`src/rtl/axi_arb_pkg.sv`:
```
// axi_arb_pkg: shared types, widths and the round-robin pick helper for the AR arbiter
package axi_arb_pkg;

    localparam int AR_W = 45;

    typedef struct packed {
        logic [3:0]  id;
        logic [31:0] addr;
        logic [3:0]  len;
        logic [2:0]  size;
        logic [1:0]  burst;
    } ar_payload_t;

    typedef enum logic {IDLE, PUSH} arb_state_e;

    typedef struct packed {
        logic       found;
        logic [2:0] idx;
    } rr_pick_t;

    // Scans offsets from the highest down so the smallest offset from ptr wins last.
    // Callers must keep ptr < n; n is limited to 2..8.
    function automatic rr_pick_t rr_pick(input logic [7:0] valid_mask, input logic [2:0] ptr,
                                         input logic [3:0] n);
        rr_pick_t r;
        logic [3:0] s;
        r = '0;
        for (int o = 7; o >= 0; o--) begin
            s = {1'b0, ptr} + 4'(o);
            if (s >= n) s = s - n;
            if (4'(o) < n && valid_mask[s[2:0]]) begin
                r.found = 1'b1;
                r.idx   = s[2:0];
            end
        end
        return r;
    endfunction

endpackage

```
`src/rtl/rr_picker.sv`:
```
// rr_picker: combinational round-robin scan starting at ptr
//   valid : per-master eligibility mask
//   ptr   : highest-priority index this cycle
//   found : some master is eligible
//   idx   : winning master index
module rr_picker
    import axi_arb_pkg::*;
#(
    parameter int NUM_M = 3,
    parameter int IDX_W = $clog2(NUM_M)
) (
    input  logic [NUM_M-1:0] valid,
    input  logic [IDX_W-1:0] ptr,
    output logic             found,
    output logic [IDX_W-1:0] idx
);

    rr_pick_t p;

    always_comb begin
        p     = rr_pick(8'(valid), 3'(ptr), 4'(NUM_M));
        found = p.found;
        idx   = IDX_W'(p.idx);
    end

endmodule

```
`src/rtl/ar_arbiter.sv`:
```
// ar_arbiter: round-robin arbiter feeding the AR clock-crossing FIFO write port
//   clk, rst_n     : master-domain clock, async active-low reset
//   m_arvalid/ready: per-master handshake (ready is one-hot or zero)
//   m_ardata       : per-master payload, master i at [i*AR_W +: AR_W]
//   fifo_push/data/src/full : FIFO write side and owner of the held payload
//   rd_done, rd_done_src    : read completion returning an outstanding credit
//   err_underflow  : sticky, completion seen for a master with nothing outstanding
//   AR_ARB_PERF_EN : adds perf_grant_cnt (16b per master) and perf_stall_cnt
module ar_arbiter
    import axi_arb_pkg::*;
#(
    parameter int NUM_M   = 3,
    parameter int MAX_OUT = 4,
    parameter int AR_W    = axi_arb_pkg::AR_W,
    parameter int IDX_W   = $clog2(NUM_M)
) (
    input  logic                  clk,
    input  logic                  rst_n,
    input  logic [NUM_M-1:0]      m_arvalid,
    output logic [NUM_M-1:0]      m_arready,
    input  logic [NUM_M*AR_W-1:0] m_ardata,
    output logic                  fifo_push,
    output logic [AR_W-1:0]       fifo_data,
    input  logic                  fifo_full,
    output logic [IDX_W-1:0]      fifo_src,
    input  logic                  rd_done,
    input  logic [IDX_W-1:0]      rd_done_src,
    output logic                  err_underflow
`ifdef AR_ARB_PERF_EN
    ,
    output logic [NUM_M*16-1:0]   perf_grant_cnt,
    output logic [15:0]           perf_stall_cnt
`endif
);

    localparam int CNT_W = $clog2(MAX_OUT + 1);

    arb_state_e                    state_q, state_d;
    logic [IDX_W-1:0]              rr_ptr_q, rr_ptr_d;
    logic [AR_W-1:0]               data_q, data_d;
    logic [IDX_W-1:0]              src_q, src_d;
    logic [NUM_M-1:0][CNT_W-1:0]   cnt_q, cnt_d;
    logic                          err_q, err_d;
    logic [NUM_M-1:0]              eligible, inc, dec;
    logic                          found;
    logic [IDX_W-1:0]              win;

    always_comb begin
        eligible = '0;
        inc      = '0;
        dec      = '0;
        for (int i = 0; i < NUM_M; i++) begin
            eligible[i] = m_arvalid[i] && cnt_q[i] < CNT_W'(MAX_OUT);
            inc[i]      = fifo_push && src_q == IDX_W'(i);
            dec[i]      = rd_done && rd_done_src == IDX_W'(i);
        end
    end

    rr_picker #(.NUM_M(NUM_M), .IDX_W(IDX_W)) u_pick (
        .valid(eligible),
        .ptr  (rr_ptr_q),
        .found(found),
        .idx  (win)
    );

    always_comb begin
        state_d   = state_q;
        rr_ptr_d  = rr_ptr_q;
        data_d    = data_q;
        src_d     = src_q;
        m_arready = '0;
        fifo_push = 1'b0;
        if (state_q == IDLE) begin
            if (found) begin
                m_arready[win] = 1'b1;
                data_d         = m_ardata[win*AR_W +: AR_W];
                src_d          = win;
                rr_ptr_d       = (win == IDX_W'(NUM_M - 1)) ? '0 : win + 1'b1;
                state_d        = PUSH;
            end
        end else begin
            fifo_push = ~fifo_full;
            if (!fifo_full) state_d = IDLE;
        end
    end

    // A push and a completion for the same master cancel; underflow only on a net decrement at zero.
    always_comb begin
        cnt_d = cnt_q;
        err_d = err_q;
        for (int i = 0; i < NUM_M; i++) begin
            if (dec[i] && !inc[i] && cnt_q[i] == '0) err_d = 1'b1;
            cnt_d[i] = (inc[i] && !dec[i]) ? cnt_q[i] + 1'b1 :
                       (dec[i] && !inc[i] && cnt_q[i] != '0) ? cnt_q[i] - 1'b1 : cnt_q[i];
        end
    end

    always_ff @(posedge clk or negedge rst_n) begin
        if (!rst_n) begin
            state_q  <= IDLE;
            rr_ptr_q <= '0;
            data_q   <= '0;
            src_q    <= '0;
            cnt_q    <= '0;
            err_q    <= 1'b0;
        end else begin
            state_q  <= state_d;
            rr_ptr_q <= rr_ptr_d;
            data_q   <= data_d;
            src_q    <= src_d;
            cnt_q    <= cnt_d;
            err_q    <= err_d;
        end
    end

    assign fifo_data     = data_q;
    assign fifo_src      = src_q;
    assign err_underflow = err_q;

`ifdef AR_ARB_PERF_EN
    logic [NUM_M-1:0][15:0] grant_cnt_q, grant_cnt_d;
    logic [15:0]            stall_cnt_q, stall_cnt_d;

    always_comb begin
        grant_cnt_d = grant_cnt_q;
        for (int i = 0; i < NUM_M; i++)
            if (inc[i] && grant_cnt_q[i] != 16'hFFFF) grant_cnt_d[i] = grant_cnt_q[i] + 1'b1;
        stall_cnt_d = (state_q == PUSH && fifo_full && stall_cnt_q != 16'hFFFF) ?
                      stall_cnt_q + 1'b1 : stall_cnt_q;
    end

    always_ff @(posedge clk or negedge rst_n) begin
        if (!rst_n) begin
            grant_cnt_q <= '0;
            stall_cnt_q <= '0;
        end else begin
            grant_cnt_q <= grant_cnt_d;
            stall_cnt_q <= stall_cnt_d;
        end
    end

    assign perf_grant_cnt = grant_cnt_q;
    assign perf_stall_cnt = stall_cnt_q;
`endif

endmodule

```
`config.mk`:
```
export PLATFORM = sky130hd
export DESIGN_NAME = ar_arbiter
export DESIGN_NICKNAME = d
export VERILOG_FILES = /design/src/rtl/axi_arb_pkg.sv /design/src/rtl/rr_picker.sv /design/src/rtl/ar_arbiter.sv
export SDC_FILE = /design/constraint.sdc
export NUM_CORES = 1
export LEC_CHECK = 0
export ABC_CLOCK_PERIOD_IN_PS = 5200
export CAP_MARGIN = 20
export CORE_ASPECT_RATIO = 1.75
export CORE_MARGIN = 2
export CORE_UTILIZATION = 43
export CTS_BUF_LIST = sky130_fd_sc_hd__clkbuf_8
export DETAILED_ROUTE_END_ITERATION = 8
export PLACE_DENSITY_LB_ADDON = 0.3
export SLEW_MARGIN = 40
export SYNTH_ARGS = -nofsm -noshare
export SYNTH_HDL_FRONTEND = slang
export SYNTH_HIERARCHICAL = 1
export SYNTH_SLANG_ARGS = --single-unit
```
`constraint.sdc`:
```
create_clock -name clk -period 5.2 [get_ports clk]
set_input_delay 0.78 -clock clk [delete_from_list [all_inputs] [get_ports clk]]
set_output_delay 0.78 -clock clk [all_outputs]
set_load 0.005 [all_outputs]
```
**Word level (Yosys, flattened, before mapping)**

Cells that the tools add are included.

- Bits in registers: 60
- Input port bits: 144
- Output and inout port bits: 52

- Add/sub/neg operators: 12
- Multiply operators: 1
- Order comparisons: 11
- Equality and inequality tests: 5
- Shift operators: 1
- Mux-type cells: 30
- Bitwise operators: 2
- Reduce and logical (&&, ||, !) cells: 41

Operator list:

| cell | number |
|---|---|
| $shiftx 135x9->45 | 1 |
| $mux 3 | 11 |
| $logic_and 1x1->1 | 22 |
| $lt 3x4->1 const B | 3 |
| $mux 4 | 3 |
| $reduce_bool 3->1 | 4 |
| $mux 1 | 11 |
| $add 3x1->3 const B | 3 |
| $bmux 1 s3 | 3 |
| $logic_not 3->1 | 3 |
| $lt 3x3->1 const B | 3 |
| $sub 3x1->3 const B | 3 |
| $ge 4x2->1 const B | 2 |
| $mul 2x6->8 const B | 1 |
| $eq 2x2->1 const B | 3 |
| $logic_not 1->1 | 6 |
| $reduce_bool 2->1 | 3 |
| $sub 3x2->3 const B | 2 |
| $eq 2x1->1 const B | 2 |
| $logic_not 2->1 | 2 |
| $add 2x1->3 const B | 1 |
| $add 2x2->3 const B | 1 |
| $lt 2x3->1 const B | 1 |
| $sub 2x2->3 const B | 1 |
| other kinds (7) | 8 |

**Depth between registers and ports, before layout**

- Depth after elaboration: 14
- Depth in mapped cells: 13

**Hierarchy**

The synthesis kept the hierarchy.

Modules (own cells, without submodules):

| module | instances | cells an instance | area each (sq um) |
|---|---|---|---|
| ar_arbiter | 1 | 358 | 3315.7 |
| rr_picker | 1 | 30 | 230.2 |

**Worst setup path after synthesis**

OpenSTA, ideal clock, no wires.

- Path kind: input-to-output
- Start point: in m_arvalid[1]
- End point: out m_arready[1]
- Arrival: 2.290 ns
- Required time: 4.420 ns
- Slack: 2.130 ns
- Stages: 8
- Buffers on the path: 2
- Cell sequence: nor2b_1 nand2_1 a211oi_1 o22a_1 nor2_1 buf_2 buf_2 nor3b_1

- Longest elaborated chain between the ends: 12
- Elaborated cells between the ends (all ways): 17
- Those cells by class: order compare: 2; mux: 13; reduce/logical: 2

Ends and longest elaborated chain:

| element | RTL line | text |
|---|---|---|
| from (decl) | ar_arbiter.sv:19 | `input logic [NUM_M-1:0] m_arvalid,` |
| $logic_and 1x1->1 (*) | ar_arbiter.sv:53 | `eligible[i] = m_arvalid[i] && cnt_q[i] < CNT_W'(MAX_OUT);` |
| $bmux 1 s3 | axi_arb_pkg.sv:31 | `if (4'(o) < n && valid_mask[s[2:0]]) begin` |
| $mux 1 (implied by the code) | axi_arb_pkg.sv:31 |  |
| $mux 4 (2 in series) | axi_arb_pkg.sv:31 |  |
| $mux 4 (*) | axi_arb_pkg.sv:31 |  |
| named net win[1] | ar_arbiter.sv:46 | `logic [IDX_W-1:0] win;` |
| $lt 2x3->1 (implied by the code) or $ge 2x1->1 (tied branches) | ar_arbiter.sv:75 | `m_arready[win] = 1'b1;` |
| $logic_and 1x1->1 (implied by the code) | ar_arbiter.sv:75 |  |
| $mux 1 (implied by the code) | ar_arbiter.sv:75 |  |
| $demux 1 s2 (*) | ar_arbiter.sv:75 |  |
| $mux 3 (*) | ar_arbiter.sv:74 | `if (found) begin` |
| $mux 3 (*) | ar_arbiter.sv:73 | `if (state_q == IDLE) begin` |
| to (decl) | ar_arbiter.sv:20 | `output logic [NUM_M-1:0] m_arready,` |

Mark *: on every way through the listed nets, which the timed path passes. The rest lies on a longest branch. The select of a mux whose other input is x is not followed.

**Worst setup path in the final report**

- Start point: in m_arvalid[1]
- End point: out m_arready[1]

- Elaborated cells between the ends (all ways): 17
- Those cells by class: order compare: 2; mux: 13; reduce/logical: 2

RTL lines:

| element | RTL line | text |
|---|---|---|
| $logic_and 1x1->1 (*) | ar_arbiter.sv:53 |  |
| named net eligible[1] | ar_arbiter.sv:44 | `logic [NUM_M-1:0] eligible, inc, dec;` |
| $bmux 1 s3 | axi_arb_pkg.sv:31 |  |
| $mux 1 (implied by the code) | axi_arb_pkg.sv:31 |  |
| $mux 4 (2 in series) | axi_arb_pkg.sv:31 |  |
| $mux 4 (*) | axi_arb_pkg.sv:31 |  |
| named net found | ar_arbiter.sv:45 | `logic found;` |
| $mux 3 (*) | ar_arbiter.sv:74 |  |
| $mux 3 (*) | ar_arbiter.sv:73 |  |

Marks and branches as above.

==> out/metrics.yaml <==
core_sq_mm: 0.00796
clk_pin_slew_worst_paths_ns: 0.07
rows: 43
power.internal_mw: 2.03
cp_max_fo: 36
clk_latency_ns: 0.34
worstMarginPinSlew_ns: 0.737
cts_setup_buffers: 0
fillers: 624
swShare_pct: 40.3
diodes: 0
clock_skew_ns: 0.00771
io_pins: 196
ctsHoldBuffers: 0
numCtsBuffers: 9
synthArstFlopShare_pct: 100
h-tree-depth: 3
grt_remaining_overflow: 0
power_density_mw_per_mm2: 585
drive_gt1_share_pct: 6.39
cp.arrival_ns: 3.54
criticalPathCategory: "in -> out"
routabilityCongestion: 0.831
grt_max_degree: 64
antenna_found_initial: 0
synthCells: 388
cts_tree: "built"
hold_class: "in -> async"
syn_to_final_growth_pct: 63.9
nets: 725
fmax_mhz: 231
finalSetupViolCount: 0
path_common_cell: "clkdlybuf4s50_1"
required_ns: 4.42
die-area_sq_mm: 0.00902
vias: 3745
path_cells: "clkdlybuf4s50_1 > nor2b_1 > nand2_1 > a21oi_2 > o21bai_1 > nand4bb_1 > nand2b_4 > nor3b_1 > clkdlybuf4s50_1"
synth_seq_area_share_pct: 42.3
r2r_cells: 11
drt_iter0_markers: 268
status: "finished clean"
ant_nets: 0
wl_per_cell_um: 17.3
finalCriticalPeriod_ns: 4.32
slew_viol_final: 0
clock_power_share_pct: 14.4
clk_path_buf_depth: 2
irDropWorstVdd_uv: 312
clock_sinks: 60
ys_ff_latch: 60
sequentialPowerShare_pct: 26.3
start_util_pct: 44.5
syn_avg_cell_area_sq_um: 9.14
hold_viol_final: 0
syn_area_sq_mm: 0.00355
grtUsageTotal_pct: 26.0
rrSetupSlack_ns: 1.92
syn_nets: 539
setup_tns_ns: 0
total_power_mw: 3.40
multi_input_area_sq_mm: 0.00194
regArea_sq_mm: 0.00150
yosys_warnings: 6
slowest_stage: "clkdlybuf4s50_1"
post-dp-hpwl_mm: 8.88
cpPeakStageDelay_ns: 0.60
slew_headroom_pct: 50.8
crit_path_end_kind: "output pin"
dr.pass1.iters: 4
power_switching_mw: 1.37
wl_mm: 11.6
cts_root_buf: "clkbuf_8"
die_w_um: 72.6
pwr-share-comb_pct: 59.3
rsz0062_at_grt: "false"
ys.flop_type: "dfrtp_1"
grt_pass1_vias: 3756
layout_commonest_cell: "clkdlybuf4s50_1"
drv_cap: 0
finalCritPeriodShare_pct: 83.1
via_per_inst: 5.60
port_buffers: 195
synth_cell_types: 47
post_cts_resized: 0
mostFrequentLayoutCells: "clkdlybuf4s50_1 (194), dfrtp_1 (60), nor2_1 (58)"
die_height_um: 124
cp-start-kind: "input port"
static-leakage-power_nw: 2.38
synth-edff-count: 0
drc_errors: 0
grt_pass1_wl_mm: 17.9
kinds of logic (layout without fill, tap and decap cells):
logic type                 count (synthesis)  in the layout  synth area share, %
muxes                                     32             32                 9.10
AOI/OAI and AO/OA                        115            115                 21.9
DFF                                       60             60                 42.3
and+or+nand+nor                          141            141                 19.7
adders and majority gates                  7              7                 3.11
buffers and inverters                     33            224                 3.85
cell type report:
| class | instances | share of cell area, % |
|---|---|---|
| clock buffers | 12 | 2.84 |
| flip-flops and latches | 60 | 25.8 |
| inverters | 6 | 0.387 |
| multi-input cells | 295 | 33.4 |
| clock inverters | 4 | 1.21 |
| well taps | 90 | 1.94 |
| repair buffers | 202 | 34.4 |
cell usage after synthesis, drive strengths merged, types with 2 or more instances:
| master | count | area (sq um) |
|---|---|---|
| nand4bb | 3 | 33.8 |
| buf | 8 | 42.5 |
| ha | 4 | 50.1 |
| dfrtp | 60 | 1500 |
| a22oi | 22 | 165 |
| or4 | 4 | 30.0 |
| mux2 | 2 | 22.5 |
| o211ai | 4 | 30.0 |
| nand4 | 3 | 18.8 |
| and3b | 3 | 27.5 |
| nor2b | 7 | 43.8 |
| fa | 3 | 60.1 |
| o221ai | 2 | 17.5 |
| o21ai | 29 | 145 |
| nor4 | 3 | 18.8 |
| nor3b | 2 | 20.0 |
| nand3 | 3 | 15.0 |
| o22ai | 2 | 12.5 |
| nor2 | 59 | 221 |
| nand3b | 8 | 60.1 |
| a21o | 2 | 15.0 |
| nand2 | 39 | 149 |
| clkbuf | 19 | 71.3 |
| a21oi | 28 | 144 |
| inv | 6 | 22.5 |
| a221o | 19 | 190 |
| mux2i | 30 | 300 |
| nand2b | 3 | 26.3 |
worst paths after layout:
| check | endpoint | start |
|---|---|---|
| worst max-delay path | m_arready[1] | m_arvalid[1] |
| worst min-delay path | cnt_q[2]$_DFFE_PN0P_ | rst_n |
| worst max register to register | fifo_data[32]$_DFFE_PN0P_ | rr_ptr_q[0]$_DFFE_PN0P_ |
| worst min register to register | fifo_data[18]$_DFFE_PN0P_ | fifo_data[18]$_DFFE_PN0P_ |
| max in group asynchronous | fifo_data[29]$_DFFE_PN0P_ | rst_n |
| min in group clk | fifo_data[18]$_DFFE_PN0P_ | fifo_data[18]$_DFFE_PN0P_ |
power groups by stage:
stage | clock network (mW) | logic [mW] | registers (mW)
2_1_floorplan | 0 | 1.22 | 0.876
3_3_place_gp | 0 | 1.95 | 0.887
3_5_place_dp | 0 | 2.01 | 0.899
4_1_cts | 0.499 | 2.03 | 0.894
5_1_grt | 0.518 | 2.23 | 0.927
6_report | 0.490 | 2.02 | 0.896
sequential cells by signal (all words and copies together), names as in the netlist:
register	flops
fifo_data	45
rr_ptr_q	2
err_underflow	1
state_q	1
cnt_q	9
fifo_src	2
per-stage QoR:
stage | hold WS (ns) | setup WS [ns] | instance area, sq um | instances | util [%]
2_1_floorplan | 0.465 | 2.13 | 3550 | 388 | -
3_3_place_gp | 0.459 | 0.958 | 5580 | 653 | 70.1
3_5_place_dp | 0.470 | 0.868 | 5580 | 653 | 70.1
4_1_cts | 0.370 | 0.846 | 5810 | 669 | 73.0
5_1_grt | 0.384 | 0.711 | 5810 | 669 | 73.0
6_report | 0.377 | 0.877 | 5810 | 669 | 73.0
critical path: cells and delay by family:
| family | cells | cell delay [ns] |
|---|---|---|
| AO/OA/AOI/OAI | 2 | 0.40 |
| AND/OR/NAND/NOR | 5 | 1.31 |
| buffers and inverters | 2 | 1.05 |
layer usage:
| layer | track usage (%) | vias to the layer above | part of all wire [%] |
|---|---|---|---|
| li1 | - | 1787 | - |
| met1 | 26.9 | 1749 | 34 |
| met5 | 0 | - | 0 |
| met4 | 11.1 | 0 | 2.9 |
| met2 | 45.9 | 180 | 54 |
| met3 | 10.2 | 29 | 9.2 |
Note: power is estimated with default switching activity, not from simulation.
